## src/rtl/reservation_station_pkg.sv

```systemverilog
// Shared Tomasulo types for the reservation stations and their neighbours.
// Holds the width constants, operation class, ROB tag type, station state
// and operand record, plus the CDB tag-match helper used by operand slots.
package tomasula_types;

  localparam int XLEN      = 32;
  localparam int ROB_TAG_W = 3;

  typedef logic [XLEN-1:0]      xlen_t;
  typedef logic [ROB_TAG_W-1:0] rob_tag_t;

  typedef enum logic [2:0] {
    OP_NOP    = 3'd0,
    OP_ADD    = 3'd1,
    OP_SUB    = 3'd2,
    OP_LOGIC  = 3'd3,
    OP_SHIFT  = 3'd4,
    OP_SLT    = 3'd5,
    OP_LUI    = 3'd6,
    OP_BRANCH = 3'd7
  } op_t;

  typedef enum logic [1:0] {
    EMPTY = 2'd0,
    WAIT  = 2'd1,
    READY = 2'd2
  } rs_state_t;

  typedef struct packed {
    logic     valid;
    rob_tag_t tag;
    xlen_t    data;
  } rs_operand_t;

  function automatic logic cdb_hit(input logic cdb_valid, input rob_tag_t cdb_tag,
                                   input rob_tag_t tag);
    return cdb_valid && (cdb_tag == tag);
  endfunction

endpackage

```

## src/rtl/reservation_station_if.sv

```systemverilog
// Dispatch / CDB / issue bundle of one reservation station.
// slave  : the station (receives dispatch, CDB and fu_ready; drives empty/fu_*)
// master : the surroundings (IQ, CDB, functional unit)
interface reservation_station_if;
  import tomasula_types::*;

  logic     flush_i;
  logic     load_i;
  op_t      op_i;
  logic [2:0] funct3_i;
  logic     funct7_i;
  rob_tag_t rob_tag_i;
  logic     src1_valid_i;
  xlen_t    src1_data_i;
  rob_tag_t src1_tag_i;
  logic     src2_valid_i;
  xlen_t    src2_data_i;
  rob_tag_t src2_tag_i;
  logic     cdb_valid_i;
  rob_tag_t cdb_tag_i;
  xlen_t    cdb_data_i;
  logic     fu_ready_i;
  logic     empty_o;
  logic     fu_valid_o;
  op_t      fu_op_o;
  logic [2:0] fu_funct3_o;
  logic     fu_funct7_o;
  xlen_t    fu_src1_o;
  xlen_t    fu_src2_o;
  rob_tag_t fu_rob_tag_o;

  modport slave (
    input  flush_i, load_i, op_i, funct3_i, funct7_i, rob_tag_i,
           src1_valid_i, src1_data_i, src1_tag_i,
           src2_valid_i, src2_data_i, src2_tag_i,
           cdb_valid_i, cdb_tag_i, cdb_data_i, fu_ready_i,
    output empty_o, fu_valid_o, fu_op_o, fu_funct3_o, fu_funct7_o,
           fu_src1_o, fu_src2_o, fu_rob_tag_o
  );

  modport master (
    output flush_i, load_i, op_i, funct3_i, funct7_i, rob_tag_i,
           src1_valid_i, src1_data_i, src1_tag_i,
           src2_valid_i, src2_data_i, src2_tag_i,
           cdb_valid_i, cdb_tag_i, cdb_data_i, fu_ready_i,
    input  empty_o, fu_valid_o, fu_op_o, fu_funct3_o, fu_funct7_o,
           fu_src1_o, fu_src2_o, fu_rob_tag_o
  );

endinterface

```

## src/rtl/reservation_station_operand_slot.sv

```systemverilog
// rs_operand_slot: one source operand of a reservation station.
// Captures the operand on load (with same-cycle CDB bypass) and snoops the
// CDB while the station waits.
// Ports: clk, rst_n; clr_i clears; load_i captures src_*; snoop_i enables
// CDB capture; cdb_*; ld_valid_o = operand valid after load bypass;
// valid_o/data_o = stored operand including a same-cycle CDB hit.
module rs_operand_slot
  import tomasula_types::*;
(
  input  logic     clk,
  input  logic     rst_n,
  input  logic     clr_i,
  input  logic     load_i,
  input  logic     snoop_i,
  input  logic     src_valid_i,
  input  xlen_t    src_data_i,
  input  rob_tag_t src_tag_i,
  input  logic     cdb_valid_i,
  input  rob_tag_t cdb_tag_i,
  input  xlen_t    cdb_data_i,
  output logic     ld_valid_o,
  output logic     valid_o,
  output xlen_t    data_o
);

  rs_operand_t opnd_q, opnd_d;
  logic        bypass_hit, snoop_hit;

  assign bypass_hit = !src_valid_i && cdb_hit(cdb_valid_i, cdb_tag_i, src_tag_i);
  assign snoop_hit  = snoop_i && !opnd_q.valid && cdb_hit(cdb_valid_i, cdb_tag_i, opnd_q.tag);

  assign ld_valid_o = src_valid_i || bypass_hit;
  assign valid_o    = opnd_q.valid || snoop_hit;
  assign data_o     = snoop_hit ? cdb_data_i : opnd_q.data;

  always_comb begin
    opnd_d = opnd_q;
    if (clr_i) begin
      opnd_d = '0;
    end else if (load_i) begin
      opnd_d.valid = ld_valid_o;
      opnd_d.tag   = src_tag_i;
      opnd_d.data  = bypass_hit ? cdb_data_i : src_data_i;
    end else if (snoop_hit) begin
      opnd_d.valid = 1'b1;
      opnd_d.data  = cdb_data_i;
    end
  end

  always_ff @(posedge clk or negedge rst_n) begin
    if (!rst_n) opnd_q <= '0;
    else        opnd_q <= opnd_d;
  end

endmodule

```

## src/rtl/reservation_station.sv

```systemverilog
// reservation_station: single-entry Tomasulo reservation station.
// Holds one micro-op with its ROB tag and two operands, wakes them from the
// CDB and issues to the FU with a valid/ready handshake.
// Ports: clk, rst_n (async, active low); rs = reservation_station_if.slave
// carrying dispatch (load/op/src*), CDB, flush and the FU issue interface.
// Build option: RS_EARLY_WAKE_EN lets a WAIT entry issue in the same cycle
// the CDB supplies its last operand, with that operand taken from the CDB.
//
// state | meaning
// EMPTY | entry free, accepts a dispatch
// WAIT  | entry holds an op with at least one operand outstanding
// READY | both operands present, requesting issue
module reservation_station
  import tomasula_types::*;
(
  input logic                  clk,
  input logic                  rst_n,
  reservation_station_if.slave rs
);

  rs_state_t  state_q, state_d;
  op_t        op_q;
  logic [2:0] funct3_q;
  logic       funct7_q;
  rob_tag_t   rob_tag_q;

  logic  load_acc, issue_hs, clr, fu_valid, all_valid;
  logic  s1_ld_valid, s2_ld_valid, s1_valid, s2_valid;
  xlen_t s1_data, s2_data;

  // A flush in the load cycle wins over the dispatch.
  assign load_acc = rs.load_i && (state_q == EMPTY) && !rs.flush_i;
  assign all_valid = s1_valid && s2_valid;

`ifdef RS_EARLY_WAKE_EN
  assign fu_valid = (state_q == READY) || ((state_q == WAIT) && all_valid);
`else
  assign fu_valid = (state_q == READY);
`endif

  assign issue_hs = fu_valid && rs.fu_ready_i;
  assign clr      = rs.flush_i || issue_hs;

  rs_operand_slot u_src1 (
    .clk, .rst_n, .clr_i(clr), .load_i(load_acc), .snoop_i(state_q == WAIT),
    .src_valid_i(rs.src1_valid_i), .src_data_i(rs.src1_data_i), .src_tag_i(rs.src1_tag_i),
    .cdb_valid_i(rs.cdb_valid_i), .cdb_tag_i(rs.cdb_tag_i), .cdb_data_i(rs.cdb_data_i),
    .ld_valid_o(s1_ld_valid), .valid_o(s1_valid), .data_o(s1_data)
  );

  rs_operand_slot u_src2 (
    .clk, .rst_n, .clr_i(clr), .load_i(load_acc), .snoop_i(state_q == WAIT),
    .src_valid_i(rs.src2_valid_i), .src_data_i(rs.src2_data_i), .src_tag_i(rs.src2_tag_i),
    .cdb_valid_i(rs.cdb_valid_i), .cdb_tag_i(rs.cdb_tag_i), .cdb_data_i(rs.cdb_data_i),
    .ld_valid_o(s2_ld_valid), .valid_o(s2_valid), .data_o(s2_data)
  );

  always_comb begin
    state_d = state_q;
    if (rs.flush_i) begin
      state_d = EMPTY;
    end else begin
      case (state_q)
        EMPTY:   if (rs.load_i) state_d = (s1_ld_valid && s2_ld_valid) ? READY : WAIT;
        WAIT:    if (all_valid) state_d = issue_hs ? EMPTY : READY;
        READY:   if (issue_hs)  state_d = EMPTY;
        default: state_d = EMPTY;
      endcase
    end
  end

  always_ff @(posedge clk or negedge rst_n) begin
    if (!rst_n) begin
      state_q   <= EMPTY;
      op_q      <= OP_NOP;
      funct3_q  <= '0;
      funct7_q  <= 1'b0;
      rob_tag_q <= '0;
    end else begin
      state_q <= state_d;
      if (clr) begin
        op_q      <= OP_NOP;
        funct3_q  <= '0;
        funct7_q  <= 1'b0;
        rob_tag_q <= '0;
      end else if (load_acc) begin
        op_q      <= rs.op_i;
        funct3_q  <= rs.funct3_i;
        funct7_q  <= rs.funct7_i;
        rob_tag_q <= rs.rob_tag_i;
      end
    end
  end

  // Outside an issue request the FU sees all-zero fields.
  assign rs.empty_o      = (state_q == EMPTY);
  assign rs.fu_valid_o   = fu_valid;
  assign rs.fu_op_o      = fu_valid ? op_q : OP_NOP;
  assign rs.fu_funct3_o  = fu_valid ? funct3_q : 3'd0;
  assign rs.fu_funct7_o  = fu_valid && funct7_q;
  assign rs.fu_src1_o    = fu_valid ? s1_data : '0;
  assign rs.fu_src2_o    = fu_valid ? s2_data : '0;
  assign rs.fu_rob_tag_o = fu_valid ? rob_tag_q : '0;

  a_no_load_when_busy: assert property (@(posedge clk) disable iff (!rst_n)
    !(rs.load_i && !rs.flush_i && (state_q != EMPTY)));

endmodule

```

## src/flat_wrapper.sv

```systemverilog
// flat-port wrapper written by rule: the top's interface ports become plain ports
module reservation_station_flat import tomasula_types::*;
  (clk, rst_n, rs_flush_i, rs_load_i, rs_op_i, rs_funct3_i, rs_funct7_i, rs_rob_tag_i, rs_src1_valid_i, rs_src1_data_i, rs_src1_tag_i, rs_src2_valid_i, rs_src2_data_i, rs_src2_tag_i, rs_cdb_valid_i, rs_cdb_tag_i, rs_cdb_data_i, rs_fu_ready_i, rs_empty_o, rs_fu_valid_o, rs_fu_op_o, rs_fu_funct3_o, rs_fu_funct7_o, rs_fu_src1_o, rs_fu_src2_o, rs_fu_rob_tag_o);
  reservation_station_if rs_i ();
  input logic clk;
  input logic rst_n;
  input wire logic [$bits(rs_i.flush_i)-1:0] rs_flush_i;
  input wire logic [$bits(rs_i.load_i)-1:0] rs_load_i;
  input wire logic [$bits(rs_i.op_i)-1:0] rs_op_i;
  input wire logic [$bits(rs_i.funct3_i)-1:0] rs_funct3_i;
  input wire logic [$bits(rs_i.funct7_i)-1:0] rs_funct7_i;
  input wire logic [$bits(rs_i.rob_tag_i)-1:0] rs_rob_tag_i;
  input wire logic [$bits(rs_i.src1_valid_i)-1:0] rs_src1_valid_i;
  input wire logic [$bits(rs_i.src1_data_i)-1:0] rs_src1_data_i;
  input wire logic [$bits(rs_i.src1_tag_i)-1:0] rs_src1_tag_i;
  input wire logic [$bits(rs_i.src2_valid_i)-1:0] rs_src2_valid_i;
  input wire logic [$bits(rs_i.src2_data_i)-1:0] rs_src2_data_i;
  input wire logic [$bits(rs_i.src2_tag_i)-1:0] rs_src2_tag_i;
  input wire logic [$bits(rs_i.cdb_valid_i)-1:0] rs_cdb_valid_i;
  input wire logic [$bits(rs_i.cdb_tag_i)-1:0] rs_cdb_tag_i;
  input wire logic [$bits(rs_i.cdb_data_i)-1:0] rs_cdb_data_i;
  input wire logic [$bits(rs_i.fu_ready_i)-1:0] rs_fu_ready_i;
  output wire logic [$bits(rs_i.empty_o)-1:0] rs_empty_o;
  output wire logic [$bits(rs_i.fu_valid_o)-1:0] rs_fu_valid_o;
  output wire logic [$bits(rs_i.fu_op_o)-1:0] rs_fu_op_o;
  output wire logic [$bits(rs_i.fu_funct3_o)-1:0] rs_fu_funct3_o;
  output wire logic [$bits(rs_i.fu_funct7_o)-1:0] rs_fu_funct7_o;
  output wire logic [$bits(rs_i.fu_src1_o)-1:0] rs_fu_src1_o;
  output wire logic [$bits(rs_i.fu_src2_o)-1:0] rs_fu_src2_o;
  output wire logic [$bits(rs_i.fu_rob_tag_o)-1:0] rs_fu_rob_tag_o;
  assign rs_i.flush_i = rs_flush_i;
  assign rs_i.load_i = rs_load_i;
  assign rs_i.op_i = rs_op_i;
  assign rs_i.funct3_i = rs_funct3_i;
  assign rs_i.funct7_i = rs_funct7_i;
  assign rs_i.rob_tag_i = rs_rob_tag_i;
  assign rs_i.src1_valid_i = rs_src1_valid_i;
  assign rs_i.src1_data_i = rs_src1_data_i;
  assign rs_i.src1_tag_i = rs_src1_tag_i;
  assign rs_i.src2_valid_i = rs_src2_valid_i;
  assign rs_i.src2_data_i = rs_src2_data_i;
  assign rs_i.src2_tag_i = rs_src2_tag_i;
  assign rs_i.cdb_valid_i = rs_cdb_valid_i;
  assign rs_i.cdb_tag_i = rs_cdb_tag_i;
  assign rs_i.cdb_data_i = rs_cdb_data_i;
  assign rs_i.fu_ready_i = rs_fu_ready_i;
  assign rs_empty_o = rs_i.empty_o;
  assign rs_fu_valid_o = rs_i.fu_valid_o;
  assign rs_fu_op_o = rs_i.fu_op_o;
  assign rs_fu_funct3_o = rs_i.fu_funct3_o;
  assign rs_fu_funct7_o = rs_i.fu_funct7_o;
  assign rs_fu_src1_o = rs_i.fu_src1_o;
  assign rs_fu_src2_o = rs_i.fu_src2_o;
  assign rs_fu_rob_tag_o = rs_i.fu_rob_tag_o;
  reservation_station u_core (.clk(clk), .rst_n(rst_n), .rs(rs_i));
endmodule
```

## config.mk

```make
export PLATFORM = sky130hd
export DESIGN_NAME = reservation_station_flat
export DESIGN_NICKNAME = d
export VERILOG_FILES = /design/src/rtl/reservation_station_pkg.sv /design/src/rtl/reservation_station_if.sv /design/src/rtl/reservation_station_operand_slot.sv /design/src/rtl/reservation_station.sv /design/src/flat_wrapper.sv
export SDC_FILE = /design/constraint.sdc
export NUM_CORES = 1
export LEC_CHECK = 0
export CAP_MARGIN = 20
export CORE_MARGIN = 2
export CORE_UTILIZATION = 40
export CTS_BUF_LIST = sky130_fd_sc_hd__clkbuf_4 sky130_fd_sc_hd__clkbuf_8
export CTS_CLUSTER_DIAMETER = 150
export CTS_CLUSTER_SIZE = 30
export DETAILED_ROUTE_END_ITERATION = 10
export PLACE_DENSITY = 0.91
export SLEW_MARGIN = 20
export SYNTH_ARGS = -nofsm -noshare
export SYNTH_HDL_FRONTEND = slang
export SYNTH_SLANG_ARGS = --single-unit
```

## constraint.sdc

```tcl
create_clock -name clk -period 2.05 [get_ports clk]
set_input_delay 0.41 -clock clk [delete_from_list [all_inputs] [get_ports clk]]
set_output_delay 0.41 -clock clk [all_outputs]
set_load 0.005 [all_outputs]
```

### Word-level counts from Yosys, hierarchy flattened

Cells that the tools add are included.

| storage, ports and cells | value |
|---|---|
| register bits after elaboration | 84 |
| bits of input ports | 123 |
| output and inout port bits | 76 |
| logic and storage cells | 85 |

| operators by class | value |
|---|---|
| eq/ne operators | 9 |
| mux-type cells | 34 |
| reductions and logical operators | 31 |

Operators with widths:

| operator | number |
|---|---|
| $mux 32 | 8 |
| $mux 36 | 2 |
| $mux 3 | 11 |
| $logic_and 1x1->1 | 16 |
| $eq 3x3->1 | 4 |
| $mux 2 | 6 |
| $mux 1 | 6 |
| $ne 3x2->1 const B | 2 |
| $pmux 2 s3 | 1 |
| $reduce_bool 3->1 | 2 |
| $logic_not 1->1 | 5 |
| $logic_or 1x1->1 | 5 |
| $ne 3x3->1 const B | 1 |
| $reduce_and 3->1 | 1 |
| $eq 2x1->1 const B | 1 |
| $eq 2x2->1 const B | 1 |
| $logic_not 2->1 | 1 |
| $reduce_bool 2->1 | 1 |

### Longest topological paths before layout

Gate-level depths: netlist of run 1.

| depth | value |
|---|---|
| word-level depth | 9 |
| gate-level depth with buffers | 7 |
| mapped depth without buffers | 5 |

### Modules after synthesis

Synthesis of run 1 repeated with hierarchy kept, for this count alone.

| unflattened totals | value |
|---|---|
| cells, all modules | 462 |
| area total of the unflattened synthesis | 5472.7 um2 |

By module, submodules not included:

| module | times used | cells an instance | area each (um2) | sequential area each (um2) |
|---|---|---|---|---|
| rs_operand_slot | 2 | 169 | 2217.1 | 900.9 |
| reservation_station | 1 | 124 | 1038.5 | 300.3 |

### Least setup slack after synthesis of run 1

No wires, ideal clock.

| path | value |
|---|---|
| kind | input to output |
| start | input rs_cdb_tag_i[2] |
| end | output rs_fu_src2_o[31] |
| data arrival time | 1665 ps |
| data required time | 1640 ps |
| path slack | -25 ps |
| stages | 7 |
| path buffers | 2 |
| cell sequence | buf_6 > xnor2_2 > nand2_1 > nor4_4 > buf_6 > mux2i_1 > nor2_1 |

| between the ends | value |
|---|---|
| longest elaborated chain between the ends | 5 |

RTL lines:

| what | RTL line | RTL |
|---|---|---|
| start: declaration | flat_wrapper.sv:20 | `input wire logic [$bits(rs_i.cdb_tag_i)-1:0] rs_cdb_tag_i;` |
| $eq 3x3->1 | reservation_station_pkg.sv:37 | `return cdb_valid && (cdb_tag == tag);` |
| $logic_and 1x1->1 | reservation_station_pkg.sv:37 |  |
| $logic_and 1x1->1 | reservation_station_operand_slot.sv:30 | `assign snoop_hit = snoop_i && !opnd_q.valid && cdb_hit(cdb_valid_i, cdb_tag_i, opnd_q.tag);` |
| $mux 32 | -- |  |
| $mux 32 | reservation_station.sv:102 | `assign rs.fu_src2_o = fu_valid ? s2_data : '0;` |
| end: declaration | flat_wrapper.sv:29 | `output wire logic [$bits(rs_i.fu_src2_o)-1:0] rs_fu_src2_o;` |

No other way between the ends.

### Final worst setup path of run 1

| path | value |
|---|---|
| start | register u_core.u_src2.opnd_q[34] in the netlist's numbering |
| end | output rs_fu_src2_o[4] |

| between the ends | value |
|---|---|
| longest elaborated chain between the ends | 5 |

RTL lines:

| what | RTL line | RTL |
|---|---|---|
| start: declaration | reservation_station_operand_slot.sv:26 | `rs_operand_t opnd_q, opnd_d;` |
| start signal: assignment | reservation_station_operand_slot.sv:52 | `else opnd_q <= opnd_d;` |
| $eq 3x3->1 | reservation_station_pkg.sv:37 |  |
| $logic_and 1x1->1 | reservation_station_pkg.sv:37 |  |
| $logic_and 1x1->1 | reservation_station_operand_slot.sv:30 |  |
| $mux 32 | -- |  |
| $mux 32 | reservation_station.sv:102 |  |

No other way between the ends.

==> results of run 1 <==
## flip-flops by register name, summed over array words and instances (netlist names)
register	cells
u_core.u_src1.opnd_q	36
u_core.u_src2.opnd_q	36
u_core.funct3_q	3
u_core.rob_tag_q	3
u_core.state_q	2
u_core.funct7_q	1
u_core.op_q	3
## cell families after synthesis
logic type             Yosys count  share of synthesized area [%]
flip-flops                      84                           44.0
multiplexers                   128                           26.8
AND/OR/NAND/NOR                 99                           10.0
AO/OA/AOI/OAI                   88                           12.4
XOR/XNOR                        12                           2.51
buffers and inverters           39                           4.32
## stage by stage
step                      setup TNS [ns]  hold WS [ns]  total power, mW
after CTS                         -37.84         0.508             4.69
after global routing              -44.66         0.526             5.09
after global placement            -84.17         0.363             2.83
after floorplan                   -0.732         0.114             2.31
after detailed placement          -94.56         0.371             2.88
final                             -38.01         0.506             4.91
## power groups by stage
| stage | clock network [mW] | registers [mW] | logic [mW] |
|---|---|---|---|
| 6_report | 1.45 | 1.92 | 1.55 |
| 4_1_cts | 1.45 | 1.88 | 1.35 |
| 5_1_grt | 1.54 | 1.92 | 1.63 |
| 3_3_place_gp | 0 | 1.87 | 0.959 |
| 2_1_floorplan | 0 | 1.86 | 0.444 |
| 3_5_place_dp | 0 | 1.88 | 0.995 |
## cells in the mapped netlist
cell        n  area, um2
nand2_1     3       11.3
nor2b_1     2       12.5
xor2_1      2       17.5
a31oi_1     2       12.5
nor3_1      2       10.0
a21oi_1     1       5.00
buf_1       2       7.51
or3_1       1       6.26
nand2b_1    2       12.5
a221o_1     1       10.0
o22ai_1    66        413
nand3b_4    1       20.0
o21ai_0     2       10.0
nand4_1     2       12.5
inv_1       1       3.75
clkbuf_1   23       86.3
a22o_1     16        140
dfrtp_1    84       2100
or2_2       1       6.26
nor4_4      2       42.5
buf_6       7       78.8
nor3b_1     1       7.51
mux2i_1   128       1280
and2_1     10       62.6
xnor2_2     2       32.5
xnor2_1     8       70.1
buf_2       6       30.0
nor2_1     70        263
nor2_2      2       12.5
## repair_timing
action                                 4_1_cts  5_1_grt
setup buffers                              112       26
pin swaps                                   56       56
gates cloned                                 6        0
gates resized for setup                    464      108
setup endpoints to repair                   95      107
endpoints found under the hold margin       29        0
hold buffers                                 1        0
## metal layers
layer	up-vias	wire [um]
met5	-	0
met4	0	676
met3	54	979
met2	270	11400
met1	2690	7730
li1	2329	-
## worst max-delay path by stage
stage,from,to,cells past startpoint
after floorplan,rs_cdb_tag_i[2],rs_fu_src2_o[31],7
after global placement,rs_cdb_tag_i[2],rs_fu_src2_o[2],8
after detailed placement,rs_cdb_tag_i[2],rs_fu_src1_o[2],8
after CTS,u_core.u_src1.opnd_q[33]$_DFFE_PN0P_,rs_fu_src1_o[14],10
after global routing,u_core.u_src1.opnd_q[33]$_DFFE_PN0P_,rs_fu_src1_o[13],10
final,u_core.u_src2.opnd_q[34]$_DFFE_PN0P_,rs_fu_src2_o[4],10
## critical path: cells and delay by family (launching register included)
family,cells,cell delay [ns]
buf+inv,5,0.67
flops,1,0.43
mux,1,0.23
xor+xnor,1,0.22
simple gates,3,0.41
## cell usage in the layout (no fill, tap or decap), types with 16 or more instances in the layout
cell type        instances
buf_6                   68
o22ai_2                 21
a22o_1                  16
clkdlybuf4s50_1        117
buf_12                  28
buf_2                   66
buf_4                   62
mux2i_4                 56
nor2_1                  59
o22ai_1                 44
mux2i_1                 64
dfrtp_1                 84
## cell type report
cell class | count | area [um2]
multi-input cells | 327 | 3430
inverters | 1 | 6.26
fillers | 643 | 2040
repair inverters | 1 | 7.51
clock inverters | 5 | 100
well taps | 143 | 179
repair buffers | 362 | 3520
flip-flops and latches | 84 | 2100
clock buffers | 11 | 139
==> reports/qor_table.md, run 1 <==
| Result | This run | Unit |
|:---|:---|:---|
| Number of distinct library cell variants in the gate-level netlist after synthesis | 29 | - |
| Crit path cell chain | xnor2_2 > nand2_2 > nor4_4 > buf_6 > buf_12 > buf_6 > buf_6 > mux2i_4 > nor2_1 > buf_2 | - |
| Starting Density | 41.5 | % |
| Finished Layout Cells | 934 | - |
| Beginning of the worst hold path | u_core.op_q[2]$_DFFE_PN0P_ | - |
| Fraction of layout cells with a size suffix above 1 | 46.9 | % |
| Cell with the largest stage delay on the worst path | dfrtp_1 | - |
| Final worst-path setup slack | -0.670 | ns |
| Number of DRC violations after detailed-routing iteration 0 | 313 | - |
| Worst clock skew on the final layout | 0.0129 | ns |
| Met2 track utilization from global routing | 53.9 | % |
| Area growth from synthesis to final layout | 98.4 | % |
| Endpoint class of the critical path | output pin | - |
| Total Die Area | 12800 | um2 |
| DRC violations left | 0 | - |
| Mean Syn Cell Area | 10.6 | um2 |
| Combinational share of power | 31.5 | % |
| Most Frequent Cell on Critical Path | buf_6 | - |
| Worst slew slack as a fraction of its limit | 53.1 | % |
| Cell area reported after detailed placement | 7260 | um2 |
| Path type of the worst setup path | reg2out | - |
| Data arrival time of the worst path | 2.31 | ns |
| Die Height | 113 | um |
| Total nets after synthesis | 573 | - |
| Clock input transition at the sequential cells of the worst setup and hold paths | 0.08 | ns |
| Endpoint of the lowest-slack register-to-register path | u_core.u_src2.opnd_q[17]$_DFF_PN0_ | - |
| Net switching power of the design | 1.40 | mW |
| Worst Tran Pin Value | 0.702 | ns |
| Later-pin clock latency in the skew report | 0.36 | ns |
| First-pass GRT wire length | 29.3 | mm |
| Share of the clock period used by the worst path after layout | 133 | % |
| Synth Cell Area | 4780 | um2 |
| Maximum level of the CTS H-tree | 3 | - |
| WL/cell | 22.2 | um |
| Endpoints failing setup | 77 | - |
| Internal power | 3.51 | mW |
| Part of the total power dissipated in sequential elements | 39.0 | % |
| Setup WS pre-CTS | -1.09 | ns |
| Number of nets with antenna violations after routing | 0 | - |
| Half-perimeter wire length of the detailed placement result | 10.6 | mm |
| Total power density per cell area | 518 | nW/um2 |
| I/O pin count | 199 | - |
| RSZ-0062 raised after global routing | true | - |
| Clock tree root driver cell | clkbuf_8 | - |
| YS warnings | 0 | - |
| Met3 GRT Util | 4.02 | % |
| Static power due to leakage | 3.88 | nW |
| Register-to-register setup slack | -0.25 | ns |
| Port Buffers | 198 | - |
| Number of antenna violations at the first check in global routing | 0 | - |
| Router iterations before antenna repair | 5 | - |
| FP Rows | 39 | - |
| Critical path startpoint category | flip-flop | - |
| Overflow left after global routing | 0 | - |
| Global route hottest layer | met2 | - |
| DR vias | 5343 | - |
| Clock sink total | 84 | - |
| GRT Util Overall | 29.1 | % |
| Source of the worst register-to-register timing path | u_core.u_src2.opnd_q[34]$_DFFE_PN0P_ | - |
| Sequential cell area fraction in the yosys report | 44.0 | % |
| Overall die width | 113 | um |
| Violated checks | setup timing | - |
| Total Routed Length | 20.8 | mm |
| Worst hold stages | 1 | - |
| Required time reported for the critical path endpoint | 1.64 | ns |
| Number of global-route vias before repair | 5686 | - |
| Fmax achieved | 0.368 | GHz |
| Sw Ratio | 28.6 | % |
| CTS buffer count | 9 | - |
| Core Box Area | 11500 | um2 |
| Clock buffer depth | 2 | - |
| Maximum number of pins on one net before global-route repair | 41 | - |
| Max rail drop VDD | 0.396 | mV |
| Register bit count reported by yosys | 84 | - |
| Diode count | 0 | - |
| Critical path fanouts, max | 7 | - |
| Clock power share | 29.5 | % |
| Delay of the slowest cell on the worst path | 0.43 | ns |
| Met1 GRT Util | 33.8 | % |
| Average via count per standard cell | 5.72 | - |
| TritonCTS clock tree | yes | - |
| Slew Limit Fails | 0 | - |
| Final Instance Area | 9480 | um2 |
| Routability congestion estimate from global placement | 0.916 | - |
| Core occupancy in the finished layout | 82.3 | % |
| Final-report hold violation count | 0 | - |
| Class of the most critical hold timing path | reg2reg | - |
| Cells after DPL | 801 | - |
| Count of maximum capacitance violations | 0 | - |
| NumNets Final | 909 | - |
| Endpoint, Worst Hold | u_core.op_q[2]$_DFFE_PN0P_ | - |
| Length in cells of the worst reg-to-reg path | 13 | - |
| Period minus WS final | 2.72 | ns |
| Result of the run | finished, violations left | - |
| Syn Inst Count | 450 | - |
Power figures use the tool's default switching activity.
==> inputs of run 2 (changes only) <==
--- a/config.mk
+++ b/config.mk
@@ -6,13 +6,14 @@
 export NUM_CORES = 1
 export LEC_CHECK = 0
 export CAP_MARGIN = 20
-export CORE_MARGIN = 2
+export CORE_MARGIN = 1
 export CORE_UTILIZATION = 40
 export CTS_BUF_LIST = sky130_fd_sc_hd__clkbuf_4 sky130_fd_sc_hd__clkbuf_8
 export CTS_CLUSTER_DIAMETER = 150
 export CTS_CLUSTER_SIZE = 30
 export DETAILED_ROUTE_END_ITERATION = 10
 export PLACE_DENSITY = 0.91
+export SKIP_CTS_REPAIR_TIMING = 1
 export SLEW_MARGIN = 20
 export SYNTH_ARGS = -nofsm -noshare
 export SYNTH_HDL_FRONTEND = slang
==> run 2 against run 1 <==
  * The flow finishes with violations (DRC, setup timing)
  * Flip-flop and latch count is the same
  * Clock-buffer cell count unchanged
  * Critical path depth up 1
  * Clock power about the same
  * Via count fell by 2.5%
  * Cell count decreased by 0.64%
  * Worst hold slack got worse by 0.46 ns
  * Utilization up 0.58 points
  * Sequential power barely moved
  * Power down 1.6%
  * Critical path type unchanged
  * Critical endpoint is now rs_fu_src2_o[19]
  * Largest power group unchanged
==> reports/qor_table.md, run 2 (synthesis gave the netlist of run 1 again) <==
| Result | This run | Unit |
|:---|:---|:---|
| Port Buffers | 198 | - |
| Total power density per cell area | 506 | nW/um2 |
| Count of maximum capacitance violations | 0 | - |
| Path type of the worst setup path | reg2out | - |
| DR vias | 5207 | - |
| Clock power share | 30.2 | % |
| Sw Ratio | 28.4 | % |
| FP Rows | 39 | - |
| Average via count per standard cell | 5.61 | - |
| Fraction of layout cells with a size suffix above 1 | 44.7 | % |
| Maximum level of the CTS H-tree | 3 | - |
| Area growth from synthesis to final layout | 99.7 | % |
| Endpoints failing setup | 99 | - |
| Number of antenna violations at the first check in global routing | 0 | - |
| Area of all sequential standard cells | 2100 | um2 |
| Length in cells of the worst reg-to-reg path | 11 | - |
| Number of nets with antenna violations after routing | 0 | - |
| Capture point of the worst path | rs_fu_src2_o[19] | - |
| Part of the total power dissipated in sequential elements | 39.6 | % |
| Cell area reported after detailed placement | 7280 | um2 |
| Critical path startpoint category | flip-flop | - |
| Diode count | 0 | - |
| Die Height | 111 | um |
| Most frequent cells in the layout | clkdlybuf4s50_1 (118), dfrtp_1 (84), buf_6 (65), mux2i_1 (64), buf_4 (64) | - |
| Filler cell count | 609 | - |
| Maximum number of pins on one net before global-route repair | 46 | - |
| Fmax achieved | 0.349 | GHz |
| Most common cell after layout, fill and taps aside | clkdlybuf4s50_1 | - |
| Area of the multi-input gates | 3470 | um2 |
| Share of the clock period used by the worst path after layout | 140 | % |
| Cell with the largest stage delay on the worst path | dfrtp_1 | - |
| Cells after DPL | 806 | - |
| Clock input transition at the sequential cells of the worst setup and hold paths | 0.09 | ns |
| Starting Density | 41.5 | % |
| Core occupancy in the finished layout | 82.9 | % |
| TritonCTS clock tree | yes | - |
| Worst clock skew on the final layout | 0.0115 | ns |
| Number of DRC violations after detailed-routing iteration 0 | 326 | - |
| Total Routed Length | 20.1 | mm |
| Total Die Area | 12400 | um2 |
| Period minus WS final | 2.87 | ns |
| Half-perimeter wire length of the detailed placement result | 10.7 | mm |
| RSZ-0062 raised after global routing | true | - |
| Most Frequent Cell on Critical Path | buf_8 | - |
| Launch point of the worst path | u_core.u_src2.opnd_q[32]$_DFFE_PN0P_ | - |
| I/O pin count | 199 | - |
| Slew Limit Fails | 0 | - |
| GRT Util Overall | 23.0 | % |
| Number of buffers and inverters on the critical path | 6 | - |
| Final-report hold violation count | 0 | - |
| Regs by FF count | u_core.u_src1.opnd_q (36), u_core.u_src2.opnd_q (36) | - |
| Endpoint of the lowest-slack register-to-register path | u_core.u_src2.opnd_q[31]$_DFF_PN0_ | - |
| Register-to-register setup slack | -0.21 | ns |
| Final Instance Area | 9550 | um2 |
| Required time reported for the critical path endpoint | 1.64 | ns |
| Delay of the slowest cell on the worst path | 0.42 | ns |
| Net switching power of the design | 1.37 | mW |
| CTS buffer count | 9 | - |
| Routability congestion estimate from global placement | 0.791 | - |
| Critical path fanouts, max | 4 | - |
| Final worst-path setup slack | -0.819 | ns |
| Data arrival time of the worst path | 2.46 | ns |
| Overall die width | 111 | um |
| WL/cell | 21.6 | um |
| Overflow left after global routing | 0 | - |
| Combinational share of power | 30.2 | % |
| Finished Layout Cells | 928 | - |
| Result of the run | finished, violations left | - |
| Static power due to leakage | 4.11 | nW |
| Source of the worst register-to-register timing path | u_core.u_src2.opnd_q[32]$_DFFE_PN0P_ | - |
| Worst Hold Slack | 0.0479 | ns |
| Violated checks | DRC, setup timing | - |
| Endpoint class of the critical path | output pin | - |
| Internal power | 3.46 | mW |
| Clock sink total | 84 | - |
| Total number of cells along the worst setup path | 11 | - |
| NumNets Final | 904 | - |
| Top delay family on crit path | buffers and inverters | - |
| Crit path cell chain | xnor2_2 > nand2_2 > nor4_4 > buf_4 > buf_8 > clkbuf_16 > buf_8 > buf_12 > mux2i_4 > nor2_1 > clkbuf_2 | - |
| Worst slew slack as a fraction of its limit | 53.8 | % |
| Worst Tran Pin Value | 0.692 | ns |
| Clock buffer depth | 2 | - |
| Later-pin clock latency in the skew report | 0.34 | ns |
| Router iterations before antenna repair | 8 | - |
| DRC violations left | 26 | - |
| Class of the most critical hold timing path | in2async | - |
| Core Box Area | 11500 | um2 |
| Max rail drop VDD | 0.370 | mV |
| First-pass GRT wire length | 22.9 | mm |
| Number of global-route vias before repair | 4759 | - |
| Clock tree root driver cell | clkbuf_8 | - |
## run 2: per-layer routing
layer | vias up | global-route usage [%] | share of wire (%)
met5 | - | 0 | 0
met4 | 0 | 8.20 | 3.7
met3 | 64 | 3.06 | 4.1
met2 | 231 | 42.0 | 54
met1 | 2605 | 27.5 | 38
li1 | 2307 | - | -
## run 2: worst register-to-register path, cell delays in order, from the launching register on
cell and delay, ns:
dfrtp_1 0.42, xnor2_2 0.24, nand2_2 0.11, nor4_4 0.28
buf_4 0.18, buf_8 0.12, clkbuf_16 0.14, buf_4 0.11
mux2i_4 0.26, buf_6 0.13, buf_4 0.09, o22ai_1 0.07
## run 2: worst min path at each step
stage | slack (ns) | depth (start not counted) | end | start
after floorplan | 0.11 | 0 | u_core.funct3_q[0]$_DFFE_PN0P_ | rst_n
after CTS | 0.07 | 1 | u_core.u_src2.opnd_q[22]$_DFF_PN0_ | rst_n
after detailed placement | 0.44 | 1 | u_core.u_src1.opnd_q[30]$_DFF_PN0_ | rst_n
final | 0.05 | 1 | u_core.u_src2.opnd_q[30]$_DFF_PN0_ | rst_n
after global routing | 0.09 | 1 | u_core.u_src2.opnd_q[30]$_DFF_PN0_ | rst_n
after global placement | 0.43 | 1 | u_core.u_src1.opnd_q[30]$_DFF_PN0_ | rst_n
## run 2: cell type report
cell class                 instances  share of cell area, %
timing repair buffer             357                   37.1
clock buffer                      11                   1.52
tap                              143                   1.87
multi-input combinational        327                   36.4
sequential                        84                   22.0
timing repair inverter             1                 0.0786
clock inverter                     4                   1.02
inverter                           1                 0.0786
## run 2: power groups by stage
stage	registers [mW]	logic, mW	clock network (mW)
2_1_floorplan	1.86	0.444	0
3_3_place_gp	1.87	0.968	0
3_5_place_dp	1.88	1.01	0
4_1_cts	1.85	1.01	1.45
5_1_grt	1.92	1.53	1.54
6_report	1.91	1.46	1.46
## run 2: metrics by stage
| step | setup TNS [ns] | power [mW] | setup WS, ns |
|---|---|---|---|
| floorplan | -0.732 | 2.31 | -0.0254 |
| global placement | -86.39 | 2.84 | -1.04 |
| detailed placement | -96.84 | 2.89 | -1.14 |
| CTS | -76.93 | 4.31 | -1.14 |
| global route | -53.14 | 4.99 | -0.896 |
| finish | -45.10 | 4.83 | -0.819 |
